$ cat src/rtl/ioport_reader_pkg.sv
`default_nettype none
// ---------------------------------------------------------------------------
// ioport_reader_pkg : shared constants for the port read/edge-detect block
// Revision 1.0
// ---------------------------------------------------------------------------
package ioport_reader_pkg;

  // Pins float high when nothing drives them, so every pipeline starts there.
  localparam logic IDLE_LEVEL      = 1'b1;
  localparam int   MIN_SYNC_STAGES = 2;

endpackage : ioport_reader_pkg
`default_nettype wire

$ cat src/rtl/ioport_reader_pin_filter.sv
`default_nettype none
// ---------------------------------------------------------------------------
// pin_filter : per-pin synchroniser, stability filter and one-cycle history
// Revision 1.0
// ---------------------------------------------------------------------------
module pin_filter
  import ioport_reader_pkg::*;
#(
  parameter int SYNC_STAGES   = 2,
  parameter int FILTER_CYCLES = 4
) (
  input  logic clk,
  input  logic rst,
  input  logic i_pin,
  output logic o_filt,
  output logic o_filt_prev
);

  // A single-flop chain would defeat metastability protection.
  localparam int STAGES = (SYNC_STAGES < MIN_SYNC_STAGES) ? MIN_SYNC_STAGES : SYNC_STAGES;
  localparam int CW     = $clog2(FILTER_CYCLES + 1);
  localparam logic [CW-1:0] C_LAST = CW'(FILTER_CYCLES - 1);

  logic [STAGES-1:0] r_sync;
  logic [CW-1:0]     r_cnt;
  logic              r_filt;
  logic              r_filt_prev;
  logic              w_sync;

  assign w_sync = r_sync[STAGES-1];

  always_ff @(posedge clk or posedge rst) begin
    if (rst) begin
      r_sync <= {STAGES{IDLE_LEVEL}};
    end else begin
      r_sync <= {r_sync[STAGES-2:0], i_pin};
    end
  end

  always_ff @(posedge clk or posedge rst) begin
    if (rst) begin
      r_cnt       <= '0;
      r_filt      <= IDLE_LEVEL;
      r_filt_prev <= IDLE_LEVEL;
    end else begin
      r_filt_prev <= r_filt;
      if (w_sync == r_filt) begin
        r_cnt <= '0;
      end else if (r_cnt == C_LAST) begin
        r_filt <= w_sync;
        r_cnt  <= '0;
      end else begin
        r_cnt <= r_cnt + CW'(1);
      end
    end
  end

  assign o_filt      = r_filt;
  assign o_filt_prev = r_filt_prev;

endmodule : pin_filter
`default_nettype wire

$ cat src/rtl/ioport_reader.sv
`default_nettype none
// ---------------------------------------------------------------------------
// ioport_reader : CPU read mux, sticky falling-edge flags and masked IRQ
// Revision 1.0
// ---------------------------------------------------------------------------
module ioport_reader
  import ioport_reader_pkg::*;
#(
  parameter int WIDTH         = 2,
  parameter int SYNC_STAGES   = 2,
  parameter int FILTER_CYCLES = 4
) (
  input  logic             clock,
  input  logic             reset,
  input  logic [WIDTH-1:0] pins_in,
  input  logic [WIDTH-1:0] data_ddr,
  input  logic [WIDTH-1:0] data_port,
  input  logic [WIDTH-1:0] data_in,
  input  logic             re_port,
  input  logic             we_mask,
  input  logic             clr_flags,
  output logic [WIDTH-1:0] data_out,
  output logic [WIDTH-1:0] flags,
  output logic [WIDTH-1:0] mask,
  output logic             irq
);

  logic [WIDTH-1:0] w_filt;
  logic [WIDTH-1:0] w_filt_prev;
  logic [WIDTH-1:0] w_set;
  logic [WIDTH-1:0] w_clr;
  logic [WIDTH-1:0] r_data_out;
  logic [WIDTH-1:0] r_flags;
  logic [WIDTH-1:0] r_mask;
  logic [WIDTH-1:0] r_ddr_prev;
  logic             r_irq;

  for (genvar i = 0; i < WIDTH; i++) begin : g_bit
    pin_filter #(
      .SYNC_STAGES  (SYNC_STAGES),
      .FILTER_CYCLES(FILTER_CYCLES)
    ) u_pin_filter (
      .clk        (clock),
      .rst        (reset),
      .i_pin      (pins_in[i]),
      .o_filt     (w_filt[i]),
      .o_filt_prev(w_filt_prev[i])
    );
  end

  // A bit that was an output last cycle may show a stale fall; ignore it.
  assign w_set = w_filt_prev & ~w_filt & ~data_ddr & ~r_ddr_prev;
  assign w_clr = clr_flags ? data_in : '0;

  always_ff @(posedge clock or posedge reset) begin
    if (reset) begin
      r_data_out <= '0;
      r_flags    <= '0;
      r_mask     <= '0;
      r_ddr_prev <= '0;
      r_irq      <= 1'b0;
    end else begin
      if (re_port) begin
        r_data_out <= (data_ddr & data_port) | (~data_ddr & w_filt);
      end
      if (we_mask) begin
        r_mask <= data_in;
      end
      r_flags    <= (r_flags & ~w_clr) | w_set;
      r_ddr_prev <= data_ddr;
      r_irq      <= |(r_flags & r_mask);
    end
  end

  assign data_out = r_data_out;
  assign flags    = r_flags;
  assign mask     = r_mask;
  assign irq      = r_irq;

endmodule : ioport_reader
`default_nettype wire

$ cat config.mk
export PLATFORM = sky130hd
export DESIGN_NAME = ioport_reader
export DESIGN_NICKNAME = d
export VERILOG_FILES = /design/src/rtl/ioport_reader_pkg.sv /design/src/rtl/ioport_reader_pin_filter.sv /design/src/rtl/ioport_reader.sv
export SDC_FILE = /design/constraint.sdc
export NUM_CORES = 1
export LEC_CHECK = 0
export CAP_MARGIN = 20
export CORE_MARGIN = 2
export CORE_UTILIZATION = 50
export DETAILED_ROUTE_END_ITERATION = 6
export PLACE_DENSITY = 0.82
export SYNTH_ARGS = -nofsm -noshare
export SYNTH_HDL_FRONTEND = slang
export SYNTH_SLANG_ARGS = --single-unit
export TNS_END_PERCENT = 20
$ cat constraint.sdc
create_clock -name clock -period 1.85 [get_ports clock]
set_input_delay 0.37 -clock clock [delete_from_list [all_inputs] [get_ports clock]]
set_output_delay 0.37 -clock clock [all_outputs]
set_load 0.05 [all_outputs]
# Yosys cells after proc, flatten, opt, wreduce, memory -nomap -nowiden
# Cells that the tools add are included.
# Widths: inputs -> output; s select.
[totals]
output_inout_bits = 7
elab_cells = 42
ff_bits = 23
[classes]
n_reduce_logical = 3
eq_ne = 4
addsub = 2
n_bitwise = 15
mux = 5
[ops]
columns = ["cell", "count"]
rows = [
  ["$and 2x2->2", 7],
  ["$mux 3", 4],
  ["$not 2->2", 4],
  ["$add 3x1->3 const B", 2],
  ["$eq 3x2->1 const B", 2],
  ["$or 2x2->2", 2],
  ["$reduce_and 2->1", 2],
  ["$eq 1x1->1", 2],
  ["$mux 2", 1],
  ["$not 1->1", 2],
  ["$reduce_or 2->1", 1],
]

# Depth between registers and ports, before layout
# Gate-level depths: netlist of run 1.
[depth]
depth_word = 5
mapped_depth = 3
ltp_nobuf = 3

# Hierarchy
# From an unflattened synthesis of run 1, not the netlist that was laid out.
[unflattened]
cells_unflattened = 55
hier_area_um2 = 850.8
[by_module_without_submodules]
columns = ["module", "instances", "seq_area_each_um2", "area_each_um2", "cells_per_inst"]
rows = [
  ["pin_filter", 2, 180.2, 250.2, 15],
  ["ioport_reader", 1, 225.2, 350.3, 25],
]

# Worst setup path after synthesis of run 1
# No wires, ideal clock.
[synth_path]
path_type = "register to register"
startpoint = "register g_bit[0].u_pin_filter.r_cnt[0]"
endpoint = "register g_bit[0].u_pin_filter.r_filt"
period_less_slack_ns = 1.062
path_slack_ns = 0.788
stages_incl_launch_ff = 4
t_arrival_ns = 0.978
path_buffers = 0
path_cell_list = "dfrtp_1 > ha_1 > nor2b_4 > mux2_1"
[synth_between]
elab_chain_cells = 2
[synth_lines]
columns = ["item", "line", "rtl"]
rows = [
  ["from (decl)", "ioport_reader_pin_filter.sv:25", "logic [CW-1:0] r_cnt;"],
  ["from (signal assigned)", "ioport_reader_pin_filter.sv:53", "r_cnt <= r_cnt + CW'(1);"],
  ["$eq 3x2->1", "ioport_reader_pin_filter.sv:49", "end else if (r_cnt == C_LAST) begin"],
  ["$reduce_and 2->1 (no source line)", "--", ""],
  ["to (signal assigned)", "ioport_reader_pin_filter.sv:50", "r_filt <= w_sync;"],
  ["to (decl)", "ioport_reader_pin_filter.sv:26", "logic r_filt;"],
]
# No other way between the ends.
# A chain may end at the register's enable or synchronous reset.

# Worst setup path after layout of run 1
[layout_path]
startpoint = "register r_irq, in the netlist irq"
endpoint = "output irq"
[layout_rtl]
columns = ["item", "line", "rtl"]
rows = [
  ["from (decl)", "ioport_reader.sv:36", "logic r_irq;"],
  ["from (signal assigned)", "ioport_reader.sv:71", "r_irq <= |(r_flags & r_mask);"],
  ["to (decl)", "ioport_reader.sv:25", "output logic irq"],
]
# No word-level cell between the ends.

==> reports/qor.csv, run 1 <==
metric,value,unit
outcome,finished clean,
clkPwrFrac,15.6,%
yosys_warnings,0,
clk_path_buf_depth,2,
end_kind,primary output,
worstPathArrival,1.42,ns
grt_pass1_wl,2100,um
die_y,44.8,um
dp_hpwl,989,um
cts_made_buffers,3,
grt_pass1_vias,501,
cts_setup_buffers,0,
rsz0062_at_grt,false,
syn_to_final_growth,28.2,%
cpLargestDelayFamily,buffers and inverters,
crit_type,flip-flop to primary output,
vias_per_cell,5.18,
synth_top_cell_area_share,45.2,%
wirelength,1310,um
cp_max_fo,1,
p_leak,0.000490,uW
pwr-share-comb,31.7,%
fp.dieW,44.8,um
fin_nets,93,
grt_start_max_net_pins,24,
setup_violations,0,
synth_top_area_cell,dfrtp_1,
place_area,1040,um^2
netlist_instances,53,
timing.fmax,558,MHz
finClkSkew,0.00463,ns
synth.cell_area,831,um^2
antenna_found_initial,0,
syn_area_per_cell,15.7,um^2
cpMaxStageDelayCell,clkdlybuf4s50_1,
multi_input_area,241,um^2
ys_ff_latch,23,
io_buffers,19,
cts_tree,built,
drc_errors,0,
holdBufCountCts,0,
tightest_slew,0.500,ns
clock-sinks,23,
synth_cell_types,17,
synth_area_leaders,"dfrtp_1 45%, dfstp_2 25%, nor3b_1 3.6%, nor2b_4 3.3%, ha_1 3.0%",
drtIter0Drc,2,
syn_nets,68,
pwr-share-seq,52.8,%
powerDensity,1340,nW/um^2
hold_class,flip-flop to flip-flop,
io_pins,20,
clk_pin_slew,0.12,ns
p_int,942,uW
cp_data_required_time,1.48,ns
initial_utilization,54.5,%
vias,482,
cts-root-buf,clkbuf_4,
ir_drop,0.921,mV
stdcell_count,93,
cpPeakStageDelay,0.79,ns
ant_nets,0,
synth-async-reset-ratio,100,%
antenna_cells,0,
die_area,2000,um^2
start_kind,flip-flop,
fin_area,1060,um^2
drive_gt1_share,27.3,%
ctsHtreeMaxLevel,1,
place_congestion,0.683,
max_slew_margin,66.6,%
core,1520,um^2
seqCellArea,586,um^2
worstSkewPairLatency,0.30,ns
grt-ovfl-total,0,
synthFlopType,dfrtp_1,
switching_share,33.8,%
setup-tns-final,0,ns
yosysSeqAreaShare,70.5,%
hold_viol,0,
critPathBufInv,1,
regToRegSetupSlack,0.70,ns
fin_crit,1.79,ns
yosysMostFrequentCell,dfrtp_1,
drt_pass1_iterations,4,
fillCellCount,111,
p_switching,481,uW
timing.final.crit_share,96.8,%
fp-row-count,14,
cap_violations,0,
grtUsageTotal,14.6,%
drv_slew,0,
synth_edf_count,0,
placedCellCount,89,
synthTopCellsByCount,"15 x dfrtp_1, 8 x dfstp_2, 4 x nor3b_1",
crit_chain,clkdlybuf4s50_1,
wire_per_inst,14.1,um
path summary, 6_finish.rpt:
kind | from | end | cells past startpoint
max in group asynchronous | reset | g_bit[1].u_pin_filter.o_filt_prev | 3
min in group asynchronous | reset | g_bit[1].u_pin_filter.r_cnt[1] | 3
max reg2reg | g_bit[1].u_pin_filter.r_cnt[0] | g_bit[1].u_pin_filter.o_filt | 3
min reg2reg | g_bit[1].u_pin_filter.r_sync[0] | g_bit[1].u_pin_filter.r_sync[1] | 0
min | g_bit[1].u_pin_filter.r_sync[0] | g_bit[1].u_pin_filter.r_sync[1] | 0
max | irq | irq | 1
layout make-up:
| type | count | share of cell area [%] |
|---|---|---|
| Sequential cell | 23 | 55.0 |
| Multi-Input combinational cell | 29 | 22.7 |
| Timing Repair Buffer | 20 | 17.6 |
| Clock buffer | 4 | 2.47 |
| Tap cell | 16 | 1.88 |
| Inverter | 1 | 0.353 |
through the flow:
step	total power, uW	setup slack [ns]	utilization (%)	hold WS (ns)
CTS	1430	0.0150	69.7	0.364
detailed placement	1210	0.358	68.0	0.347
global route	1500	0.00404	69.9	0.369
finish	1420	0.0587	69.9	0.363
floorplan	1050	0.788	-	0.345
global placement	1190	0.369	68.0	0.346
power groups by stage:
| stage | clock network [uW] | registers (uW) | logic [uW] |
|---|---|---|---|
| floorplan | 0 | 885 | 169 |
| global placement | 0 | 750 | 439 |
| detailed placement | 0 | 760 | 455 |
| CTS | 226 | 752 | 457 |
| global route | 247 | 767 | 482 |
| finish | 221 | 751 | 451 |
state kept, by name, indices dropped and copies added (netlist names):
name,flops
g_bit.u_pin_filter.r_cnt,6
g_bit.u_pin_filter.r_sync,4
data_out,2
flags,2
g_bit.u_pin_filter.o_filt,2
g_bit.u_pin_filter.o_filt_prev,2
mask,2
r_ddr_prev,2
irq,1
metal layers:
layer	global-route usage (%)	vias up	part of all wire (%)
li1	-	232	-
met1	17.7	241	42
met2	26.1	9	53
met3	2.40	0	4.6
met4	5.45	0	0
met5	0	-	0
layout by cell type (no fill, tap or decap):
cell             count
a21o_1               2
a21oi_1              2
a22o_1               1
buf_4                6
clkbuf_1             1
clkbuf_4             3
clkdlybuf4s50_1     13
dfrtp_1             15
dfstp_2              8
dlymetal6s2s_1       1
ha_1                 2
inv_1                1
mux2_1               2
mux2_2               2
mux2i_1              2
nand2_1              2
nor2_1               2
nor2b_4              2
nor3_1               2
nor3b_1              4
nor4b_1              2
xnor2_1              2
cells by family (layout without fill, tap and decap cells):
group                      count (synthesis)  count (layout)  synth area share [%]
AOI/OAI and AO/OA                          5               5                  4.07
and+or+nand+nor                           14              14                  12.0
xor gates and xnor gates                   2               2                  2.11
buffers and inverters                      1              25                 0.451
DFF                                       23              23                  70.5
muxes                                      6               6                  7.83
adders and majority gates                  2               2                  3.01
what timing repair did:
action | in CTS | in global routing
resized for setup | 0 | 1
endpoints found under the setup margin | 0 | 1
hold endpoints to repair | 0 | 0
Power figures use the tool's default switching activity.
==> run 2: changes to the inputs <==
--- a/config.mk
+++ b/config.mk
@@ -6,8 +6,10 @@
 export NUM_CORES = 1
 export LEC_CHECK = 0
 export CAP_MARGIN = 20
+export CELL_PAD_IN_SITES_DETAIL_PLACEMENT = 0
+export CELL_PAD_IN_SITES_GLOBAL_PLACEMENT = 1
 export CORE_MARGIN = 2
-export CORE_UTILIZATION = 50
+export CORE_UTILIZATION = 41
 export DETAILED_ROUTE_END_ITERATION = 6
 export PLACE_DENSITY = 0.82
 export SYNTH_ARGS = -nofsm -noshare
==> reports/qor.csv, run 2 (synthesis results as in run 1) <==
metric,value,unit,change
io_pins,20,,unchanged
drive_gt1_share,29.9,%,+2.6 points
cp_data_required_time,1.48,ns,about the same
cpLargestDelayFamily,buffers and inverters,,
place_congestion,0.704,,+3.0%
pre_cts_slack,0.395,ns,+0.0364 ns
hp-start,g_bit[1].u_pin_filter.r_sync[0],,
ff2ff_path_depth,3,,unchanged
dp_hpwl,916,um,-7.4%
clock-sinks,23,,unchanged
cts_setup_buffers,0,,unchanged
r2r_start,g_bit[0].u_pin_filter.r_cnt[0],,
fp.dieW,49.0,um,+9.5%
worstPathArrival,1.42,ns,about the same
critPathBufInv,1,,unchanged
rr_endpoint,g_bit[0].u_pin_filter.o_filt,,
tightest_slew,0.486,ns,-0.0140 ns
place_area,1050,um^2,+1.1%
cpPeakStageDelay,0.79,ns,about the same
cap_violations,0,,unchanged
setup_violations,0,,unchanged
powerDensity,1310,nW/um^2,-2.2%
fin_nets,93,,unchanged
holdPathEnd,g_bit[1].u_pin_filter.r_sync[1],,
initial_utilization,42.8,%,-12 points
grtUsageTotal,12.0,%,-2.6 points
grt_start_max_net_pins,24,,unchanged
timing.final.crit_share,96.9,%,about the same
ant_nets,0,,unchanged
final_cell_mix,"15 x dfrtp_1, 13 x clkdlybuf4s50_1, 8 x dfstp_2",,
hold_class,flip-flop to flip-flop,,
wire_per_inst,11.2,um,-21%
fp-row-count,16,,+2
cp_max_fo,1,,unchanged
crit_type,flip-flop to primary output,,
crit_start,irq,,
vias_per_cell,4.60,,-11%
hold_viol,0,,unchanged
crit_chain,clkdlybuf4s50_1,,
end_kind,primary output,,
timing.fmax,558,MHz,about the same
fin_ws,0.0580,ns,-0.000640 ns
fin_area,1070,um^2,+0.94%
setup-tns-final,0,ns,unchanged
grt_pass1_wl,2250,um,+7.2%
holdBufCountCts,0,,unchanged
drc_errors,0,,unchanged
start_kind,flip-flop,,
fin_crit,1.79,ns,+0.000639 ns
grt_pass1_vias,518,,+3.4%
wirelength,1160,um,-12%
finClkSkew,0.00185,ns,-0.00278 ns
power,1400,uW,-1.3%
regToRegSetupSlack,0.72,ns,+0.02 ns
cts-root-buf,clkbuf_4,,
largest_register_ffs,6,,unchanged
ctsHtreeMaxLevel,1,,unchanged
ir_drop,0.795,mV,-14%
outcome,finished clean,,
final_common_cell,dfrtp_1,,
antenna_found_initial,0,,unchanged
clk_pin_slew,0.12,ns,about the same
max_slew_margin,67.5,%,+0.89 points
reg_top3,"g_bit.u_pin_filter.r_cnt: 6 flops, g_bit.u_pin_filter.r_sync: 4 flops",,
vias,478,,-0.83%
antenna_cells,0,,unchanged
hold_depth,0,,unchanged
die_y,49.0,um,+9.5%
drv_slew,0,,unchanged
core,1940,um^2,+27%
die_area,2400,um^2,+20%
post_cts_resized,0,,unchanged
cts_tree,built,,
syn_to_final_growth,29.4,%,
p_leak,0.000485,uW,-0.98%
cts_made_buffers,3,,unchanged
io_buffers,19,,unchanged
grt-ovfl-total,0,,unchanged
drt_pass1_iterations,2,,-2
largest-register,g_bit.u_pin_filter.r_cnt,,
cpMaxStageDelayCell,clkdlybuf4s50_1,,
rsz0062_at_grt,false,,
clk_path_buf_depth,2,,unchanged
drtIter0Drc,6,,+4
worstSkewPairLatency,0.30,ns,about the same
[run 2: cell count changes in the layout (fill, tap and decap cells not counted)]
cell	before	now
clkbuf_1	1	0
clkinv_2	0	1
buf_4	6	7
dlymetal6s2s_1	1	0
[run 2: per-layer routing]
layer	vias to the layer above	GRT usage [%]	part of all wire (%)	wire, um
met3	0	3.07	3.1	36
met4	0	4.29	0	0
met1	235	16.8	47	551
li1	235	-	-	-
met2	8	18.3	49	573
met5	-	0	0	0
[run 2: worst max path at each step]
stage | to | slack, ns | cells after the start
2_1_floorplan | g_bit[0].u_pin_filter.o_filt | 0.79 | 3
3_3_place_gp | irq | 0.39 | 1
3_5_place_dp | irq | 0.39 | 1
4_1_cts | irq | 0.04 | 1
5_1_grt | irq | 0.002 | 1
6_report | irq | 0.06 | 1
[run 2: power by group]
group / internal, uW / leakage [uW] / switching (uW)
logic: 193 / 0.000195 / 251
registers: 664 / 0.000272 / 77.6
clock network: 80.5 / 0.0000177 / 139
[run 2: cell type report]
cell class | instances | area (um^2)
clock buffers | 3 | 22.5
repair buffers | 20 | 183
fillers | 173 | 867
flip-flops and latches | 23 | 586
multi-input cells | 29 | 241
well taps | 27 | 33.8
inverters | 1 | 3.75
clock inverters | 1 | 5.00
[run 2: metrics by stage]
| step | utilization [%] | std cells | hold WS, ns |
|---|---|---|---|
| 2_1_floorplan | - | 53 | 0.345 |
| 3_3_place_gp | 53.9 | 100 | 0.347 |
| 3_5_place_dp | 53.9 | 100 | 0.347 |
| 4_1_cts | 55.3 | 104 | 0.369 |
| 5_1_grt | 55.3 | 104 | 0.370 |
| 6_report | 55.3 | 104 | 0.365 |
